[src/rtl/mips_trace_pkg.sv]
// Shared types for the MIPS trace transmitter: snapshot layout, TX FSM states
// and the frame byte ordering.
package mips_trace_pkg;

    typedef struct packed {
        logic [15:0] pc;
        logic [15:0] r1;
        logic [15:0] r2;
        logic [15:0] r3;
    } snapshot_t;

    typedef enum logic [1:0] {
        IDLE  = 2'd0,
        START = 2'd1,
        DATA  = 2'd2,
        STOP  = 2'd3
    } tx_state_t;

    localparam int FRAME_BYTES = 9;

    // Byte idx of a frame: sync first, then each register high byte before low byte.
    function automatic logic [7:0] frame_byte(input snapshot_t s, input logic [3:0] idx,
                                              input logic [7:0] sync);
        logic [7:0] b;
        case (idx)
            4'd0:    b = sync;
            4'd1:    b = s.pc[15:8];
            4'd2:    b = s.pc[7:0];
            4'd3:    b = s.r1[15:8];
            4'd4:    b = s.r1[7:0];
            4'd5:    b = s.r2[15:8];
            4'd6:    b = s.r2[7:0];
            4'd7:    b = s.r3[15:8];
            4'd8:    b = s.r3[7:0];
            default: b = sync;
        endcase
        return b;
    endfunction

endpackage

[src/rtl/mips_trace_tx_if.sv]
// Core-side observation bus of the trace transmitter: sampled core state in,
// UART line and status out.
interface mips_trace_tx_if;
    logic        en;
    logic [15:0] pc;
    logic [15:0] r1;
    logic [15:0] r2;
    logic [15:0] r3;
    logic        tx;
    logic        busy;
    logic [7:0]  drop_cnt;

    modport master (output en, pc, r1, r2, r3, input tx, busy, drop_cnt);
    modport slave  (input en, pc, r1, r2, r3, output tx, busy, drop_cnt);
endinterface

[src/rtl/trace_fifo.sv]
// Synchronous snapshot FIFO; a push into a full FIFO is accepted only when a pop
// frees a slot on the same edge. DEPTH must be a power of 2.
module trace_fifo #(
    parameter int WIDTH = 64,
    parameter int DEPTH = 4,
    localparam int AW = (DEPTH > 1) ? $clog2(DEPTH) : 1,
    localparam int CW = $clog2(DEPTH + 1)
) (
    input  logic             clk,
    input  logic             rst_n,
    input  logic             push,
    input  logic             pop,
    input  logic [WIDTH-1:0] din,
    output logic [WIDTH-1:0] dout,
    output logic             full,
    output logic             empty,
    output logic [CW-1:0]    count
);
    logic [WIDTH-1:0] mem [DEPTH];
    logic [AW-1:0]    wptr;
    logic [AW-1:0]    rptr;
    logic             push_ok;
    logic             pop_ok;

    assign full    = (count == CW'(DEPTH));
    assign empty   = (count == '0);
    assign pop_ok  = pop && !empty;
    assign push_ok = push && (!full || pop_ok);
    assign dout    = mem[rptr];

    always_ff @(posedge clk) begin
        if (push_ok) mem[wptr] <= din;
    end

    always_ff @(posedge clk) begin
        if (!rst_n) begin
            wptr  <= '0;
            rptr  <= '0;
            count <= '0;
        end else begin
            if (push_ok) wptr <= wptr + AW'(1);
            if (pop_ok)  rptr <= rptr + AW'(1);
            case ({push_ok, pop_ok})
                2'b10:   count <= count + CW'(1);
                2'b01:   count <= count - CW'(1);
                default: count <= count;
            endcase
        end
    end
endmodule

[src/rtl/mips_trace_tx.sv]
// Trace transmitter: captures {pc,r1,r2,r3} on every PC change and streams each
// snapshot as a 9-byte 8N1 UART frame.
//
// state | meaning
// IDLE  | line high; pops the next snapshot when the FIFO is non-empty
// START | start bit (tx=0) of byte byte_idx
// DATA  | data bit bit_idx of byte byte_idx, LSB first
// STOP  | stop bit (tx=1); then next byte or back to IDLE
module mips_trace_tx
    import mips_trace_pkg::*;
#(
    parameter int         CLKS_PER_BIT = 16,
    parameter int         FIFO_DEPTH   = 4,
    parameter logic [7:0] SYNC_BYTE    = 8'hA5
) (
    input logic           clk,
    input logic           rst_n,
    mips_trace_tx_if.slave bus
);
    localparam int            CW       = $clog2(CLKS_PER_BIT);
    localparam int            FCW      = $clog2(FIFO_DEPTH + 1);
    localparam logic [CW-1:0] CNT_LAST = CW'(CLKS_PER_BIT - 1);

    tx_state_t      state, state_nxt;
    logic [CW-1:0]  cnt, cnt_nxt;
    logic [2:0]     bit_idx, bit_nxt, bit_inc;
    logic [3:0]     byte_idx, byte_nxt;
    snapshot_t      frame, frame_nxt, snap, fifo_dout;
    logic           tx_q, tx_nxt, busy_q, busy_nxt;
    logic [7:0]     drop_cnt_q, cur_byte;
    logic [15:0]    pc_prev;
    logic           pc_prev_vld;
    logic           capture, drop, push, pop, wrap;
    logic           fifo_full, fifo_empty;
    logic [FCW-1:0] fifo_count, count_nxt;

    assign snap    = {bus.pc, bus.r1, bus.r2, bus.r3};
    assign capture = bus.en && (!pc_prev_vld || (bus.pc != pc_prev));
    assign drop    = capture && fifo_full && !pop;
    assign push    = capture && !drop;
    assign count_nxt = fifo_count + FCW'(push) - FCW'(pop);

    trace_fifo #(.WIDTH($bits(snapshot_t)), .DEPTH(FIFO_DEPTH)) u_fifo (
        .clk   (clk),
        .rst_n (rst_n),
        .push  (push),
        .pop   (pop),
        .din   (snap),
        .dout  (fifo_dout),
        .full  (fifo_full),
        .empty (fifo_empty),
        .count (fifo_count)
    );

    assign cur_byte = frame_byte(frame, byte_idx, SYNC_BYTE);
    assign wrap     = (cnt == CNT_LAST);
    assign bit_inc  = bit_idx + 3'd1;

    // tx_nxt is the line level for the cycle after this edge, so tx stays registered.
    always_comb begin
        state_nxt = state;
        cnt_nxt   = cnt;
        bit_nxt   = bit_idx;
        byte_nxt  = byte_idx;
        frame_nxt = frame;
        tx_nxt    = tx_q;
        pop       = 1'b0;
        case (state)
            IDLE: begin
                tx_nxt = 1'b1;
                if (!fifo_empty) begin
                    pop       = 1'b1;
                    frame_nxt = fifo_dout;
                    byte_nxt  = '0;
                    cnt_nxt   = '0;
                    state_nxt = START;
                    tx_nxt    = 1'b0;
                end
            end
            START: begin
                cnt_nxt = cnt + CW'(1);
                if (wrap) begin
                    cnt_nxt   = '0;
                    bit_nxt   = '0;
                    state_nxt = DATA;
                    tx_nxt    = cur_byte[0];
                end
            end
            DATA: begin
                cnt_nxt = cnt + CW'(1);
                if (wrap) begin
                    cnt_nxt = '0;
                    if (bit_idx == 3'd7) begin
                        state_nxt = STOP;
                        tx_nxt    = 1'b1;
                    end else begin
                        bit_nxt = bit_inc;
                        tx_nxt  = cur_byte[bit_inc];
                    end
                end
            end
            STOP: begin
                cnt_nxt = cnt + CW'(1);
                if (wrap) begin
                    cnt_nxt = '0;
                    if (byte_idx < 4'(FRAME_BYTES - 1)) begin
                        byte_nxt  = byte_idx + 4'd1;
                        state_nxt = START;
                        tx_nxt    = 1'b0;
                    end else begin
                        state_nxt = IDLE;
                        tx_nxt    = 1'b1;
                    end
                end
            end
            default: state_nxt = IDLE;
        endcase
        busy_nxt = (state_nxt != IDLE) || (count_nxt != '0);
    end

    always_ff @(posedge clk) begin
        if (!rst_n) begin
            state       <= IDLE;
            cnt         <= '0;
            bit_idx     <= '0;
            byte_idx    <= '0;
            frame       <= '0;
            tx_q        <= 1'b1;
            busy_q      <= 1'b0;
            drop_cnt_q  <= '0;
            pc_prev     <= '0;
            pc_prev_vld <= 1'b0;
        end else begin
            state       <= state_nxt;
            cnt         <= cnt_nxt;
            bit_idx     <= bit_nxt;
            byte_idx    <= byte_nxt;
            frame       <= frame_nxt;
            tx_q        <= tx_nxt;
            busy_q      <= busy_nxt;
            pc_prev     <= bus.pc;
            pc_prev_vld <= 1'b1;
            if (drop && (drop_cnt_q != 8'hFF)) drop_cnt_q <= drop_cnt_q + 8'd1;
        end
    end

    assign bus.tx       = tx_q;
    assign bus.busy     = busy_q;
    assign bus.drop_cnt = drop_cnt_q;
endmodule

[src/flat_wrapper.sv]
// flat-port wrapper written by rule: the top's interface ports become plain ports
module mips_trace_tx_flat import mips_trace_pkg::*;
#(
    parameter int         CLKS_PER_BIT = 16,
    parameter int         FIFO_DEPTH   = 4,
    parameter logic [7:0] SYNC_BYTE    = 8'hA5
)
  (clk, rst_n, bus_en, bus_pc, bus_r1, bus_r2, bus_r3, bus_tx, bus_busy, bus_drop_cnt);
  mips_trace_tx_if bus_i ();
  input logic clk;
  input logic rst_n;
  input wire logic [$bits(bus_i.en)-1:0] bus_en;
  input wire logic [$bits(bus_i.pc)-1:0] bus_pc;
  input wire logic [$bits(bus_i.r1)-1:0] bus_r1;
  input wire logic [$bits(bus_i.r2)-1:0] bus_r2;
  input wire logic [$bits(bus_i.r3)-1:0] bus_r3;
  output wire logic [$bits(bus_i.tx)-1:0] bus_tx;
  output wire logic [$bits(bus_i.busy)-1:0] bus_busy;
  output wire logic [$bits(bus_i.drop_cnt)-1:0] bus_drop_cnt;
  assign bus_i.en = bus_en;
  assign bus_i.pc = bus_pc;
  assign bus_i.r1 = bus_r1;
  assign bus_i.r2 = bus_r2;
  assign bus_i.r3 = bus_r3;
  assign bus_tx = bus_i.tx;
  assign bus_busy = bus_i.busy;
  assign bus_drop_cnt = bus_i.drop_cnt;
  mips_trace_tx #(.CLKS_PER_BIT(CLKS_PER_BIT), .FIFO_DEPTH(FIFO_DEPTH), .SYNC_BYTE(SYNC_BYTE)) u_core (.clk(clk), .rst_n(rst_n), .bus(bus_i));
endmodule
[config.mk]
export PLATFORM = sky130hd
export DESIGN_NAME = mips_trace_tx_flat
export DESIGN_NICKNAME = d
export VERILOG_FILES = /design/src/rtl/mips_trace_pkg.sv /design/src/rtl/mips_trace_tx_if.sv /design/src/rtl/trace_fifo.sv /design/src/rtl/mips_trace_tx.sv /design/src/flat_wrapper.sv
export SDC_FILE = /design/constraint.sdc
export NUM_CORES = 1
export LEC_CHECK = 0
export CORE_MARGIN = 4
export CORE_UTILIZATION = 40
export DETAILED_ROUTE_END_ITERATION = 6
export GPL_TIMING_DRIVEN = 0
export PLACE_DENSITY_LB_ADDON = 0.1
export SLEW_MARGIN = 25
export SYNTH_ARGS = -nofsm -noshare
export SYNTH_HDL_FRONTEND = slang
export SYNTH_SLANG_ARGS = --single-unit
[constraint.sdc]
create_clock -name clk -period 3.84 [get_ports clk]
set_clock_uncertainty 0.05 [all_clocks]
set_input_delay 0.768 -clock clk [delete_from_list [all_inputs] [get_ports clk]]
set_output_delay 0.768 -clock clk [all_outputs]
set_load 0.005 [all_outputs]
==> metrics.md, run 1 <==
| Metric | Value |
|---|---|
| Async SR Flop Fraction | `0%` |
| Placed insts | `1501` |
| Root Driver | `clkbuf_16` |
| Largest net degree at the start of global routing | `37` |
| Least-Margin Pin Slew | `699.7 ps` |
| Worst-path cell chain | `clkdlybuf4s50_1 > xor2_1 > nor4_1 > nand4_1 > o21ai_0 > nor2_1 > inv_2 > ha_1 > inv_1 > ha_1 > fa_1 > xnor2_1 > xnor2_1 > nor4_1 > o21bai_1` |
| Die footprint | `38860 sq um` |
| Mean post-synth cell area | `14.90 sq um` |
| Unique masters post-synth | `63` |
| Final Hold Vio Count | `0` |
| Hold path depth | `2` |
| Port Buffers | `76` |
| CTS Buffer Depth | `3` |
| Hold Path Class | `reg -> reg` |
| Residual DRC | `0` |
| Max_slew headroom | `52.86%` |
| Initial Util | `40.42%` |
| Min-delay src | `u_core.frame[41]` |
| R2r setup slk | `800 ps` |
| Setup TNS | `0 ps` |
| DP Area | `15750 sq um` |
| Fin cells | `1571` |
| TritonRoute pass-1 iters | `5` |
| Crit path kind | `in -> reg` |
| Crit-path max FO | `6` |
| Worst path slowest cell | `clkdlybuf4s50_1` |
| R2r endpoint | `u_core.bus.busy` |
| Syn nets | `1044` |
| H-tree depth | `2` |
| Inserted Diodes | `0` |
| Final Max Slew Viols | `0` |
| Total CTS buffers | `39` |
| Max-cap violations | `0` |
| Hold-fix buffers, CTS | `0` |
| EDFF count, synth | `256` |
| Layout cell share with drive strength beyond 1 | `15.68%` |
| Drt initial violations | `521` |
| Final ANT Viol Nets | `0` |
| DP HPWL | `20990 um` |
| Setup violation total in the final timing report | `0` |
| CP top delay family | `adder cells` |
| Leak | `5.636 nW` |
| Startpoint Class | `input pin` |
| Vias per inst | `5.214` |
| Fmax achieved | `279.0 MHz` |
| Bufs and invs on worst path | `3` |
| Clock sink count | `367` |
| Prevailing post-synth register cell | `edfxtp_1` |
| First-pass GRT wire length | `48950 um` |
| Status | `finished, final reports clean` |
| Row count | `69` |
| Crit path time final | `3584 ps` |
| RSZ-0062 raised after global routing | `no` |
| Final std cell area, no fill | `16980 sq um` |
| Nets | `1165` |
| Min Hold Slack | `404.4 ps` |
| Syn-to-layout area delta | `18.65%` |
| Initial antenna violation count | `0` |
| Synth area leaders | `edfxtp_1 (54%), dfxtp_1 (16%), mux4_2 (10%)` |
| Clk pin slew, worst setup/hold paths | `60 ps` |
| Cell Area, Synth | `14310 sq um` |
| Setup crit end kind | `flip-flop` |
| Final WL | `31410 um` |
| Die Span X | `197.1 um` |
| Sequential area share after synthesis | `69.25%` |
| GRT overflow | `0` |
| I/O pins | `77` |
| R2r worst-path depth | `14` |
| Peak VDD IR | `337.0 uV` |
| Worst hold path endpoint | `u_core.frame[41]` |
| Worst-Skew Late Latency | `520 ps` |
| CP required | `4170 ps` |
| Top-area cell type share of the netlist area | `53.73%` |
| Placer Congestion | `0.8655` |
| Die Ht | `197.1 um` |
| Max incr delay on CP | `580 ps` |
| Core Area | `35400 sq um` |
| Post-synthesis sequential element count | `367` |
| Routed len/inst | `19.99 um` |
| Pwr/cell area | `655.9 nW/um^2` |
| Vias in the first global route | `8121` |
| Warnings from Yosys | `0` |
| R2r startpoint | `u_core.pc_prev[1]` |
| Total GRT Usage | `16.19%` |
| Via count | `8191` |
| Post-Synthesis Cells | `960` |
| Period utilisation layout | `93.34%` |
| Worst EP arrival | `3910 ps` |
| CTS tree | `done` |
| Synth area leader | `edfxtp_1` |
==> cell type report <==
cell class,instances,area [sq um]
clock inverters,18,125.1
clock buffers,52,1095
repair buffers,80,855.8
multi-input cells,519,4065
plain buffers,57,286.5
flip-flops and latches,367,9910
well taps,461,576.8
inverters,17,63.81
fillers,3145,18420
==> cells by family (layout without fill, tap and decap cells) <==
group,after synthesis,in the layout,share of synthesized area (%)
xor+xnor,26,26,1.591
flops,367,367,69.25
compound gates,155,155,6.777
mux,68,68,10.35
buf+inv,74,224,2.448
fa+ha+maj,17,17,1.591
simple gates,253,253,7.984
==> stage by stage <==
stage	setup slack [ps]	utilization (%)	total power, mW
after floorplan	423.8	-	6.827
after global placement	-1975	44.20	7.695
after detailed placement	-419.2	44.50	7.719
after CTS	124.0	47.95	11.31
after global routing	28.28	47.96	11.78
final	255.7	47.96	11.14
==> timing repair <==
| item | CTS | global route |
|---|---|---|
| buffers inserted | 0 | 0 |
| setup endpoints to repair | 0 | 2 |
| gates resized for setup | 0 | 1 |
==> routing by layer <==
layer  track usage [%]  wire length (um)  vias to the layer above
met2             25.53             14560                      147
met4             3.903               652                        0
met1             23.83             14910                     4128
li1                  -                 -                     3867
met5                 0                 0                        -
met3             2.644              1280                       49
==> tightest hold or removal path: cells and delay by family, from the launching register on <==
family           cells  cell delay [ps]
AO/OA/AOI/OAI        1               50
AND/OR/NAND/NOR      1               50
flip-flops           1              310
==> flip-flops by register name, summed over array words and instances (netlist names) <==
name                 cells
u_core.frame            64
u_core.cnt               4
u_core.u_fifo.rptr       2
u_core.u_fifo.count      3
u_core.u_fifo.mem      256
u_core.pc_prev_vld       1
u_core.bus.busy          1
u_core.bit_idx           3
u_core.u_fifo.wptr       2
u_core.bus.drop_cnt      8
u_core.bus.tx            1
u_core.byte_idx          4
u_core.pc_prev          16
u_core.state             2
==> Yosys cell counts (19+ instances only) <==
library cell,instances
mux4_2,64
and2_1,23
nor2_1,29
nand2_1,153
buf_2,22
dfxtp_1,111
edfxtp_1,256
xor2_1,19
a21oi_1,91
clkbuf_1,25
==> worst max path at each step <==
| stage | from | to | slack (ps) | depth (start not counted) |
|---|---|---|---|---|
| 5_1_grt | bus_pc[1] | u_core.bus.busy | 30 | 15 |
| 2_1_floorplan | bus_pc[0] | u_core.u_fifo.mem[0][0] | 420 | 6 |
| 3_3_place_gp | bus_pc[1] | u_core.u_fifo.mem[0][28] | -1970 | 7 |
| 6_report | bus_pc[1] | u_core.bus.busy | 260 | 15 |
| 3_5_place_dp | bus_pc[14] | u_core.bus.busy | -420 | 15 |
| 4_1_cts | bus_pc[14] | u_core.bus.busy | 120 | 15 |
==> cell usage in the layout, fill, tap and decap left out, drive strengths merged, types with 3 or more instances in the layout <==
cell,netlist,routed
a221oi,4,4
nand3,11,11
xnor2,7,7
and2,23,23
a22o,3,3
inv,17,18
o41ai,3,3
nand2,153,153
a22oi,15,15
nor3,4,4
o21ai,9,9
clkbuf,25,77
nor2b,3,3
buf,32,36
a21oi,91,91
a31oi,3,3
mux2i,4,4
clkdlybuf4s50,0,76
and3,3,3
mux4,64,64
xor2,19,19
nand2b,5,5
dfxtp,111,111
a311o,3,3
or4,3,3
ha,15,15
clkinv,0,13
edfxtp,256,256
nand4,4,4
clkinvlp,0,3
nor4,5,5
o31ai,3,3
nor2,30,30
==> report_power, final <==
| part | switching [mW] | total [mW] | internal (mW) | leakage (nW) |
|---|---|---|---|---|
| clock | 1.48 | 3.55 | 2.07 | 0.599 |
| sequential | 0.286 | 5.09 | 4.80 | 3.26 |
| combinational | 1.46 | 2.50 | 1.03 | 1.78 |
| total | 3.23 | 11.1 | 7.91 | 5.64 |
(Power assumes the default switching activity.)
==> inputs of run 2 (changes only) <==
--- a/config.mk
+++ b/config.mk
@@ -6,7 +6,7 @@
 export NUM_CORES = 1
 export LEC_CHECK = 0
 export CORE_MARGIN = 4
-export CORE_UTILIZATION = 40
+export CORE_UTILIZATION = 25
 export DETAILED_ROUTE_END_ITERATION = 6
 export GPL_TIMING_DRIVEN = 0
 export PLACE_DENSITY_LB_ADDON = 0.1
==> metrics.md, run 2 (synthesis gave the netlist of run 1 again) <==
| Metric | Value |
|---|---|
| Period utilisation layout | `89.53% (was 93.34%)` |
| Clock sink count | `367 (unchanged)` |
| Port Buffers | `76 (unchanged)` |
| Fin cells | `1875 (was 1571)` |
| Crit path time final | `3438 ps (was 3584 ps)` |
| Routed len/inst | `19.81 um (was 19.99 um)` |
| Total CTS buffers | `42 (was 39)` |
| Most common cell after layout, fill and taps aside | `edfxtp_1 (unchanged)` |
| Row count | `87 (was 69)` |
| Max-cap violations | `0 (unchanged)` |
| Worst EP arrival | `3830 ps (was 3910 ps)` |
| Number of flip-flops in the largest register | `256 (unchanged)` |
| CP required | `4230 ps (was 4170 ps)` |
| Vias in the first global route | `8785 (was 8121)` |
| Via count | `8273 (was 8191)` |
| Pwr/cell area | `677.4 nW/um^2 (was 655.9 nW/um^2)` |
| Fmax achieved | `290.9 MHz (was 279.0 MHz)` |
| Die footprint | `61130 sq um (was 38860 sq um)` |
| Hold-fix buffers, CTS | `0 (unchanged)` |
| Final WL | `37140 um (was 31410 um)` |
| CTS Buffer Depth | `3 (unchanged)` |
| Hold Path Class | `reg -> reg (unchanged)` |
| Peak VDD IR | `297.7 uV (was 337.0 uV)` |
| I/O pins | `77 (unchanged)` |
| Crit path kind | `in -> reg (unchanged)` |
| Status | `finished, final reports clean (unchanged)` |
| Clk pin slew, worst setup/hold paths | `60 ps (about the same)` |
| H-tree depth | `2 (unchanged)` |
| Core Area | `56500 sq um (was 35400 sq um)` |
| Initial Util | `25.33% (was 40.42%)` |
| Setup crit end kind | `flip-flop (unchanged)` |
| Design Power | `11.94 mW (was 11.14 mW)` |
| Least-Margin Pin Slew | `860.0 ps (was 699.7 ps)` |
| Largest net degree at the start of global routing | `38 (was 37)` |
| Min Hold Slack | `407.3 ps (was 404.4 ps)` |
| Layout cell share with drive strength beyond 1 | `15.83% (was 15.68%)` |
| Largest reg by FF count | `u_core.u_fifo.mem (unchanged)` |
| Final Hold Vio Count | `0 (unchanged)` |
| Placed insts | `1796 (was 1501)` |
| Leak | `5.765 nW (was 5.636 nW)` |
| First-pass GRT wire length | `56560 um (was 48950 um)` |
| Die Span X | `247.2 um (was 197.1 um)` |
| Root Driver | `clkbuf_16 (unchanged)` |
| RSZ-0062 raised after global routing | `no (unchanged)` |
| Die Ht | `247.2 um (was 197.1 um)` |
| Max_slew headroom | `42.66% (was 52.86%)` |
| TritonRoute pass-1 iters | `5 (unchanged)` |
| DP HPWL | `24950 um (was 20990 um)` |
| Startpoint Class | `input pin (unchanged)` |
| Final ANT Viol Nets | `0 (unchanged)` |
| Nets | `1169 (was 1165)` |
| GRT overflow | `0 (unchanged)` |
| Worst-Skew Late Latency | `570 ps (was 520 ps)` |
| Initial antenna violation count | `1 (was 0)` |
| Drt initial violations | `448 (was 521)` |
| CTS tree | `done (unchanged)` |
| Crit-path max FO | `6 (unchanged)` |
| Final Max Slew Viols | `0 (unchanged)` |
| Vias per inst | `4.412 (was 5.214)` |
| Syn-to-layout area delta | `23.15% (was 18.65%)` |
| Residual DRC | `0 (unchanged)` |
| Placer Congestion | `0.7977 (was 0.8655)` |
| Total GRT Usage | `12.35% (was 16.19%)` |
| Top Registers | `u_core.u_fifo.mem (256), u_core.frame (64), u_core.pc_prev (16) (unchanged)` |
| Fillers | `5565 (was 3145)` |
| Setup violation total in the final timing report | `0 (unchanged)` |
| Most frequent cells in the layout | `edfxtp_1 (256), nand2_1 (153), dfxtp_1 (111), a21oi_1 (91), clkdlybuf4s50_1 (76) (unchanged)` |
## run 2: area by class of cell
class / instances / area [sq um] / share of cell area [%]
plain buffers: 57 / 286.5 / 1.626
diodes: 1 / 2.502 / 0.01420
flip-flops and latches: 367 / 9910 / 56.23
multi-input cells: 519 / 4064 / 23.06
well taps: 756 / 945.9 / 5.368
inverters: 17 / 63.81 / 0.3621
clock buffers: 57 / 1210 / 6.866
clock inverters: 20 / 261.5 / 1.484
repair buffers: 81 / 878.3 / 4.984
## run 2: metal layers
metal | vias to the layer above | GRT usage (%) | routed length (um)
met1 | 4218 | 16.97 | 17870
met5 | - | 0 | 20
met3 | 56 | 2.733 | 1368
met2 | 116 | 19.72 | 17030
met4 | 2 | 3.451 | 854
li1 | 3881 | - | -
## run 2: what timing repair did
item | 4_1_cts | 5_1_grt
hold endpoints to repair | 0 | 0
setup endpoints to repair | 0 | 1
setup buffers | 0 | 1
gates resized for setup | 0 | 1
## run 2: power breakdown
part | switching, mW | leakage [nW] | internal (mW)
combinational | 1.54 | 1.79 | 1.04
sequential | 0.312 | 3.26 | 4.80
clock | 1.63 | 0.717 | 2.61
## run 2: critical path, stage by stage
cell and delay (ps):
clkdlybuf4s50_1 540, xor2_1 200, nor4_1 370, nand4_1 240, o21ai_0 200, nor2_1 130
inv_2 110, ha_1 130, inv_1 40, ha_1 180, fa_1 380, xnor2_1 150
xnor2_1 130, nor4_1 170, o21bai_1 90
## run 2: path summary, 6_finish.rpt
| kind | from | depth (start not counted) | slack (ps) | end |
|---|---|---|---|---|
| min reg2reg | u_core.frame[59] | 2 | 410 | u_core.frame[59] |
| max | bus_pc[1] | 15 | 400 | u_core.bus.busy |
| max reg2reg | u_core.state[1] | 11 | 790 | u_core.u_fifo.count[2] |
| min | u_core.frame[59] | 2 | 410 | u_core.frame[59] |
## run 2: metrics by stage
stage | util, % | setup TNS (ps) | setup WS, ps | area [sq um]
finish | 31.19 | 0 | 402.0 | 17620
global route | 31.19 | 0 | 40.12 | 17620
CTS | 31.17 | 0 | 197.9 | 17610
detailed placement | 28.56 | -875.9 | -417.4 | 16140
global placement | 28.35 | -564190 | -2238 | 16020
floorplan | - | 0 | 423.8 | 14310
==> inputs of run 3 (changes only) <==
--- a/config.mk
+++ b/config.mk
@@ -5,8 +5,9 @@
 export SDC_FILE = /design/constraint.sdc
 export NUM_CORES = 1
 export LEC_CHECK = 0
+export ABC_CLOCK_PERIOD_IN_PS = 3840
 export CORE_MARGIN = 4
-export CORE_UTILIZATION = 25
+export CORE_UTILIZATION = 59
 export DETAILED_ROUTE_END_ITERATION = 6
 export GPL_TIMING_DRIVEN = 0
 export PLACE_DENSITY_LB_ADDON = 0.1
==> metrics.md, run 3 (synthesis gave the netlist of run 1 again) <==
| Metric | Value |
|---|---|
| Status | `finished, final reports clean (unchanged)` |
| Startpoint Class | `input pin (unchanged)` |
| Top Registers | `u_core.u_fifo.mem (256), u_core.frame (64), u_core.pc_prev (16) (unchanged)` |
| Total GRT Usage | `22.30% (was 12.35%)` |
| Worst path slowest cell | `clkdlybuf4s50_1 (unchanged)` |
| Syn-to-layout area delta | `16.91% (was 23.15%)` |
| Setup crit end kind | `flip-flop (unchanged)` |
| Most frequent cells in the layout | `edfxtp_1 (256), nand2_1 (153), dfxtp_1 (111), a21oi_1 (91), clkdlybuf4s50_1 (76) (unchanged)` |
| H-tree depth | `2 (unchanged)` |
| Nets | `1163 (was 1169)` |
| RSZ-0062 raised after global routing | `no (unchanged)` |
| DP Area | `15560 sq um (was 16140 sq um)` |
| Root Driver | `clkbuf_16 (unchanged)` |
| Worst-path cell chain | `clkdlybuf4s50_1 > xor2_1 > nor4_1 > nand4_1 > o21ai_0 > nor2_1 > inv_2 > ha_1 > inv_1 > ha_1 > fa_1 > xnor2_1 > xnor2_1 > nor4_1 > o21bai_1 (unchanged)` |
| Bufs and invs on worst path | `3 (unchanged)` |
| Layout cell share with drive strength beyond 1 | `14.71% (was 15.83%)` |
| Worst EP arrival | `3970 ps (was 3830 ps)` |
| Crit-path max FO | `6 (unchanged)` |
| Register area | `9910 sq um (unchanged)` |
| Max incr delay on CP | `580 ps (was 540 ps)` |
| Worst-Skew Late Latency | `520 ps (was 570 ps)` |
| Core Area | `23680 sq um (was 56500 sq um)` |
| Initial antenna violation count | `0 (was 1)` |
| Drt initial violations | `793 (was 448)` |
| First-pass GRT wire length | `46040 um (was 56560 um)` |
| Peak VDD IR | `505.9 uV (was 297.7 uV)` |
| Vias per inst | `5.800 (was 4.412)` |
| Placed insts | `1359 (was 1796)` |
| Number of flip-flops in the largest register | `256 (unchanged)` |
| Clk pin slew, worst setup/hold paths | `60 ps (about the same)` |
| Port Buffers | `76 (unchanged)` |
| Row count | `56 (was 87)` |
| Die Ht | `163.7 um (was 247.2 um)` |
| Clock sink count | `367 (unchanged)` |
| Final Hold Vio Count | `0 (unchanged)` |
| CP top delay family | `adder cells (was simple AND/OR/NAND/NOR gates)` |
| Final Max Slew Viols | `0 (unchanged)` |
| Pwr/cell area | `656.7 nW/um^2 (was 677.4 nW/um^2)` |
| GRT overflow | `0 (unchanged)` |
| Crit path time final | `3644 ps (was 3438 ps)` |
| DP HPWL | `18910 um (was 24950 um)` |
| CP required | `4160 ps (was 4230 ps)` |
| Via count | `8277 (was 8273)` |
| Fin cells | `1427 (was 1875)` |
| Leak | `5.593 nW (was 5.765 nW)` |
| Initial Util | `60.42% (was 25.33%)` |
| R2r setup slk | `740 ps (was 790 ps)` |
| Total CTS buffers | `37 (was 42)` |
| Area of the multi-input gates | `4065 sq um (was 4064 sq um)` |
| Hold Path Class | `reg -> reg (unchanged)` |
| Crit path kind | `in -> reg (unchanged)` |
| Fmax achieved | `274.4 MHz (was 290.9 MHz)` |
| Setup violation total in the final timing report | `0 (unchanged)` |
| Largest net degree at the start of global routing | `36 (was 38)` |
| Max_slew headroom | `54.73% (was 42.66%)` |
| Routed len/inst | `20.17 um (was 19.81 um)` |
| I/O pins | `77 (unchanged)` |
| Final std cell area, no fill | `16730 sq um (was 17620 sq um)` |
| Placer Congestion | `0.8915 (was 0.7977)` |
| Vias in the first global route | `8288 (was 8785)` |
| Largest reg by FF count | `u_core.u_fifo.mem (unchanged)` |
| CTS tree | `done (unchanged)` |
| Most common cell after layout, fill and taps aside | `edfxtp_1 (unchanged)` |
| Final ANT Viol Nets | `0 (unchanged)` |
| Least-Margin Pin Slew | `679.1 ps (was 860.0 ps)` |
| Die footprint | `26810 sq um (was 61130 sq um)` |
| Fillers | `1684 (was 5565)` |
| Max-cap violations | `0 (unchanged)` |
| Period utilisation layout | `94.89% (was 89.53%)` |
| Residual DRC | `0 (unchanged)` |
| Inserted Diodes | `0 (was 1)` |
| Final WL | `28790 um (was 37140 um)` |
| Die Span X | `163.7 um (was 247.2 um)` |
| CTS Buffer Depth | `3 (unchanged)` |
| TritonRoute pass-1 iters | `7 (was 5)` |
==> run 3: cell types whose count changed in the layout (fill, tap and decap cells not counted), moves of 2 or more <==
cell,before,now
clkbuf_1,32,42
clkinv_1,8,2
bufinv_16,6,1
clkbuf_16,44,39
buf_12,0,4
buf_16,4,0
clkbuf_8,6,4
==> run 3: worst paths after layout <==
| path | from | to | depth (start not counted) |
|---|---|---|---|
| setup / recovery | bus_pc[1] | u_core.bus.busy | 15 |
| hold / removal | u_core.frame[62] | u_core.frame[62] | 2 |
| setup reg to reg | u_core.pc_prev[1] | u_core.bus.busy | 14 |
| hold reg to reg | u_core.frame[62] | u_core.frame[62] | 2 |
==> run 3: power by group <==
group          switching (mW)  leakage (nW)  internal (mW)
Combinational            1.43          1.77           1.03
Sequential              0.296          3.26           4.80
Clock                    1.41         0.563           2.02
Total                    3.13          5.59           7.85
==> run 3: what timing repair did <==
item,in CTS,in global routing
setup endpoints to repair,0,1
buffers inserted,0,0
hold buffers,0,0
gates resized for setup,0,1
==> run 3: layer usage <==
| layer | vias to the layer above | track usage (%) | routed length (um) |
|---|---|---|---|
| met5 | - | 0 | 0 |
| met4 | 0 | 5.528 | 617 |
| met3 | 50 | 3.940 | 1630 |
| met2 | 228 | 35.40 | 13740 |
| met1 | 4131 | 32.78 | 12790 |
| li1 | 3868 | - | - |
==> run 3: area by class of cell <==
cell class	count	share of cell area, %
plain buffers	57	1.713
clock buffers	60	6.545
clock inverters	8	0.4114
inverters	17	0.3815
multi-input cells	519	24.30
flip-flops and latches	367	59.24
well taps	319	2.386
repair buffers	80	5.026
==> run 3: metrics by stage <==
| step | hold slack, ps | util (%) | total power [mW] | setup WS (ps) | TNS, ps |
|---|---|---|---|---|---|
| detailed placement | 396.1 | 65.70 | 7.630 | -345.1 | -663.3 |
| CTS | 404.0 | 70.61 | 11.06 | 170.4 | 0 |
| global route | 417.5 | 70.64 | 11.55 | 16.10 | 0 |
| finish | 400.9 | 70.64 | 10.99 | 196.1 | 0 |
| floorplan | 382.2 | - | 6.827 | 423.8 | 0 |
| global placement | 392.4 | 65.32 | 7.585 | -1809 | -445110 |
==> run 3: tightest hold or removal path, cell delays in order, from the launching register on <==
cell and delay [ps]:
dfxtp_1 310, nand2_1 50, a21oi_1 50
